### src/rtl/msx_mouse_port.sv
// msx_mouse_port: turns host mouse packets into the nibble-serial MSX mouse
// protocol on joystick port A. Motion accumulates with saturation between
// MSX polls. Each strobe toggle from the MSX steps through X-high, X-low,
// Y-high and Y-low nibbles.
module msx_mouse_port #(
    parameter logic [17:0] TIMEOUT = 18'd32000
) (
    input  logic       clk_sys,
    input  logic       reset,
    input  logic       mouse_strobe,
    input  logic [7:0] mouse_x,
    input  logic [7:0] mouse_y,
    input  logic [7:0] mouse_flags,
    input  logic       stra,
    input  logic       joy_activity,
    output logic       active,
    output logic [5:0] port_out
);

    typedef enum logic [1:0] {S_XH, S_XL, S_YH, S_YL} state_t;

    state_t      state_q, state_d;
    logic        active_q, active_d;
    logic        stra_d_q, stra_d_d;
    logic [5:0]  port_q, port_d;
    logic [7:0]  ax_q, ax_d;
    logic [7:0]  ay_q, ay_d;
    logic [7:0]  tx_q, tx_d;
    logic [7:0]  ty_q, ty_d;
    logic [17:0] cnt_q, cnt_d;

    logic [8:0]  dx, dy;
    logic [7:0]  ax_add, ay_add, dx_sat, dy_sat, neg_ax;
    logic        toggle;
    logic        unused_flags;

    // Clamp a 10-bit two's complement value into the signed 8-bit range
    function automatic logic [7:0] sat10(input logic [9:0] v);
        logic [7:0] r;
        if ($signed(v) > 10'sd127) begin
            r = 8'h7F;
        end else if ($signed(v) < -10'sd128) begin
            r = 8'h80;
        end else begin
            r = v[7:0];
        end
        return r;
    endfunction

    assign unused_flags = ^{mouse_flags[7:6], mouse_flags[3:2]};

    // Next-state logic: accumulation, nibble sequencing, timeout, hand-back
    always_comb begin
        dx     = {mouse_flags[4], mouse_x};
        dy     = {mouse_flags[5], mouse_y};
        ax_add = sat10({{2{ax_q[7]}}, ax_q} + {dx[8], dx});
        ay_add = sat10({{2{ay_q[7]}}, ay_q} + {dy[8], dy});
        dx_sat = sat10({dx[8], dx});
        dy_sat = sat10({dy[8], dy});
        // MSX treats positive X as leftward, hence the negation
        neg_ax = sat10(10'd0 - {{2{ax_q[7]}}, ax_q});
        toggle = active_q & (stra ^ stra_d_q);

        state_d  = state_q;
        active_d = active_q;
        stra_d_d = stra;
        port_d   = port_q;
        ax_d     = ax_q;
        ay_d     = ay_q;
        tx_d     = tx_q;
        ty_d     = ty_q;
        cnt_d    = cnt_q;

        if (cnt_q != 18'd0) begin
            cnt_d = cnt_q - 18'd1;
            if (cnt_q == 18'd1) begin
                state_d = S_XH;
            end
        end

        if (toggle) begin
            cnt_d = TIMEOUT;
            case (state_q)
                S_XH: begin
                    tx_d        = neg_ax;
                    ty_d        = ay_q;
                    ax_d        = 8'h00;
                    ay_d        = 8'h00;
                    port_d[3:0] = neg_ax[7:4];
                    state_d     = S_XL;
                end
                S_XL: begin
                    port_d[3:0] = tx_q[3:0];
                    state_d     = S_YH;
                end
                S_YH: begin
                    port_d[3:0] = ty_q[7:4];
                    state_d     = S_YL;
                end
                default: begin
                    port_d[3:0] = ty_q[3:0];
                    state_d     = S_XH;
                end
            endcase
        end

        if (mouse_strobe) begin
            active_d    = 1'b1;
            port_d[5:4] = ~mouse_flags[1:0];
            // A packet landing on the snapshot cycle starts a fresh accumulation
            if (toggle && (state_q == S_XH)) begin
                ax_d = dx_sat;
                ay_d = dy_sat;
            end else begin
                ax_d = ax_add;
                ay_d = ay_add;
            end
        end else if (joy_activity) begin
            active_d = 1'b0;
            state_d  = S_XH;
            ax_d     = 8'h00;
            ay_d     = 8'h00;
            tx_d     = 8'h00;
            ty_d     = 8'h00;
            port_d   = 6'h3F;
            cnt_d    = 18'd0;
        end
    end

    // State registers with asynchronous reset
    always_ff @(posedge clk_sys or posedge reset) begin
        if (reset) begin
            state_q  <= S_XH;
            active_q <= 1'b0;
            stra_d_q <= 1'b0;
            port_q   <= 6'h3F;
            ax_q     <= 8'h00;
            ay_q     <= 8'h00;
            tx_q     <= 8'h00;
            ty_q     <= 8'h00;
            cnt_q    <= 18'd0;
        end else begin
            state_q  <= state_d;
            active_q <= active_d;
            stra_d_q <= stra_d_d;
            port_q   <= port_d;
            ax_q     <= ax_d;
            ay_q     <= ay_d;
            tx_q     <= tx_d;
            ty_q     <= ty_d;
            cnt_q    <= cnt_d;
        end
    end

    assign active   = active_q;
    assign port_out = port_q;

endmodule

### config.mk
export PLATFORM = sky130hd
export DESIGN_NAME = msx_mouse_port
export DESIGN_NICKNAME = d
export VERILOG_FILES = /design/src/rtl/msx_mouse_port.sv
export SDC_FILE = /design/constraint.sdc
export NUM_CORES = 1
export LEC_CHECK = 0
export BUFFER_PORTS_ARGS = -buffer_cell sky130_fd_sc_hd__buf_4
export CORE_MARGIN = 2
export CORE_UTILIZATION = 55
export CTS_BUF_LIST = sky130_fd_sc_hd__clkbuf_16
export DETAILED_ROUTE_END_ITERATION = 10
export GPL_TIMING_DRIVEN = 0
export HOLD_SLACK_MARGIN = 0.05
export PLACE_DENSITY = 0.74
export SETUP_SLACK_MARGIN = 0.4
export SYNTH_ARGS = -nofsm -noshare
export SYNTH_HDL_FRONTEND = slang
export SYNTH_SLANG_ARGS = --single-unit
### constraint.sdc
create_clock -name clk_sys -period 6.9 [get_ports clk_sys]
set_input_delay 1.38 -clock clk_sys [delete_from_list [all_inputs] [get_ports clk_sys]]
set_output_delay 1.38 -clock clk_sys [all_outputs]
set_load 0.05 [all_outputs]
==> impl_metrics.json <==
{
  "status": "finished, final reports clean",
  "drt_pass1_iterations": 5,
  "die_y_um": 88.5,
  "yosysUniqueCellTypes": 55,
  "ys.flop_type": "dfrtp_1",
  "drtIter0Drc": 178,
  "final_net_count": 559,
  "tightest_slew_ns": 0.816,
  "critPathKind": "in -> reg",
  "cts-root-buf": "clkbuf_16",
  "synth_edf_count": 0,
  "top_layer": "met4",
  "gr-total-overflow": 0,
  "place_ws_ns": 2.71,
  "cts-hold-fix-buffers": 0,
  "max_stage_delay_ns": 0.65,
  "ys_seq_area_share_pct": 35.8,
  "peakVddDrop_uv": 239,
  "rsz0062_at_grt": "false",
  "slew_headroom_pct": 45.4,
  "dpl.hpwl_mm": 7.01,
  "min_path_type": "reg -> reg",
  "post_drt_via_cell_ratio": 5.91,
  "globalRouteTotalUtil_pct": 24.3,
  "cts_tree": "done",
  "grt_first_pass_wirelength_mm": 15.2,
  "synth-seq-cells": 56,
  "h-tree-depth": 2,
  "critPathMaxFanout": 7,
  "cts.sinks": 56,
  "synth_most_common_cell": "nand2_1",
  "synth_area_leaders": "dfrtp_1 (32%), ha_1 (8.3%), nand2_1 (6.0%)",
  "n_antenna_cell": 0,
  "skew_ns": 0.00357,
  "max_freq_mhz": 250,
  "numCtsBuffers": 5,
  "grt_max_degree": 44,
  "die_w_um": 88.5,
  "pin_count": 36,
  "cp_cell_sequence": "buf_4 -> ha_1 -> fa_1 -> a211oi_1 -> nor3_1 -> nor3_1 -> o311ai_0 -> a31oi_1 -> o211ai_1",
  "worstPathRequired_ns": 7.04,
  "cts_resized": 0,
  "grt_pass1_vias": 3338,
  "area_delta_synth_final_pct": 13.2,
  "wl_met3_um": 338,
  "drcViolationCount": 0,
  "die-area_sq_mm": 0.00784,
  "antenna_left": 0,
  "post-route-period-util_pct": 58.1,
  "cts_buffer_depth": 2,
  "synth_cells": 464,
  "antenna_found_initial": 0,
  "yosys_warnings": 0,
  "synth_top_area_share_pct": 31.8,
  "syn_area_per_cell_sq_um": 8.47,
  "leakage_nw": 1.91,
  "slew_viol_final": 0,
  "io_buffers": 30,
  "fin_ws_ns": 2.89,
  "drive_above_1_share_pct": 10.7,
  "synthTopCellsByCount": "nand2_1 (63), dfrtp_1 (50), nor2_1 (45), a21oi_1 (40), o21ai_0 (37)",
  "cpLargestDelayFamily": "compound AO/OA/AOI/OAI gates",
  "multi_input_area_sq_mm": 0.00242,
  "drt-met1-wl_mm": 4.17,
  "wl_met2_mm": 4.46,
  "gp_congestion": 0.836,
  "hold_viol_final": 0,
  "rows": 30,
  "end_kind": "register",
  "slowest_stage": "a31oi_1",
  "yosys.area.top_type": "dfrtp_1",
  "crit_buf_inv": 1,
  "fin_tns_setup_ns": 0,
  "start_util_pct": 57.2,
  "synth_area_sq_mm": 0.00393,
  "path_clk_slew_ns": 0.07,
  "regArea_sq_mm": 0.00141,
  "clkLatencyLatePin_ns": 0.29,
  "postSynth.asyncResetShare_pct": 100,
  "post_drt_wl_per_cell_um": 15.1,
  "fp.coreArea_sq_mm": 0.00687,
  "cp_data_arrival_time_ns": 4.15,
  "drt-total-wl_mm": 9.04,
  "setup_viol": 0,
  "synth_fp_nets": 521,
  "fin_hold_ws_ns": 0.508,
  "vias": 3539,
  "postCtsSetupBuffers": 0,
  "fill_cells": 612,
  "crit_path_frequent_cell": "nor3_1",
  "fin_crit_ns": 4.01,
  "cap_violations": 0,
  "powerDensity_mw_per_mm2": 431,
  "start_kind": "primary input"
}
[per-layer routing]
metal	vias up	track usage (%)
li1	1767	-
met1	1692	33.6
met2	73	41.0
met3	7	3.64
met4	0	4.82
met5	-	0
[state kept, by name (all words and copies together) (netlist names)]
signal	flops
stra_d_q	1
cnt_q	18
ax_q	8
port_out	6
state_q	2
tx_q	4
ty_q	8
ay_q	8
active	1
[worst min-delay path: cells and delay by family, from the launching register on]
| kind | cells | cell delay, ns |
|---|---|---|
| AOI/OAI and AO/OA | 1 | 0.08 |
| DFF | 1 | 0.38 |
| and+or+nand+nor | 1 | 0.05 |
[report_power, final]
group	internal, mW	switching (mW)
registers	0.459	0.138
clock network	0.138	0.123
logic	0.448	0.612
[stage by stage]
| stage | instance area [sq um] | power, mW | utilization (%) | cells |
|---|---|---|---|---|
| finish | 4450 | 1.92 | 64.8 | 599 |
| global route | 4450 | 2.08 | 64.8 | 599 |
| CTS | 4450 | 1.92 | 64.8 | 599 |
| detailed placement | 4300 | 1.65 | 62.6 | 591 |
| global placement | 4280 | 1.61 | 62.3 | 590 |
| floorplan | 3930 | 1.40 | - | 464 |
[placed cells by master, fill, tap and decap left out, drive strengths merged, types with 6 or more instances in the layout]
master  synthesis  layout
a21o            8       8
nand2          64      64
nor2           45      45
ha             26      26
buf             0      31
xor2           11      11
nand3           7       7
inv            14      15
o21ai          37      37
o211ai         11      11
clkbuf         14      19
dfrtp          50      50
a21oi          40      40
a22o            9       9
nor2b           7       7
dfstp           6       6
xnor2          16      16
or3             6       6
nor3           17      17
a21boi          7       7
nand2b          9       9
[final timing paths]
kind,start,to,slack (ns),cells after the start
max,mouse_x[0],ax_q[4],2.89,9
min,port_out[3],port_out[3],0.51,2
max reg2reg,ax_q[0],ax_q[4],3.61,8
min reg2reg,port_out[3],port_out[3],0.51,2
max in group asynchronous,reset,port_out[0],5.28,3
min in group asynchronous,reset,cnt_q[10],1.04,2
[area by class of cell]
type,instances,share of cell area [%]
plain buffers,14,1.18
flip-flops and latches,56,31.7
clock buffers,5,2.81
inverters,14,1.18
repair buffers,31,5.51
clock inverters,3,0.619
well taps,96,2.70
multi-input cells,380,54.3
[cells by family after synthesis]
| family | after synthesis | synth area share (%) |
|---|---|---|
| simple gates | 176 | 21.5 |
| xor+xnor | 27 | 6.02 |
| flops | 56 | 35.8 |
| compound gates | 147 | 24.1 |
| fa+ha+maj | 28 | 9.29 |
| buf+inv | 28 | 2.67 |
| mux | 2 | 0.509 |
Power figures use the tool's default switching activity.
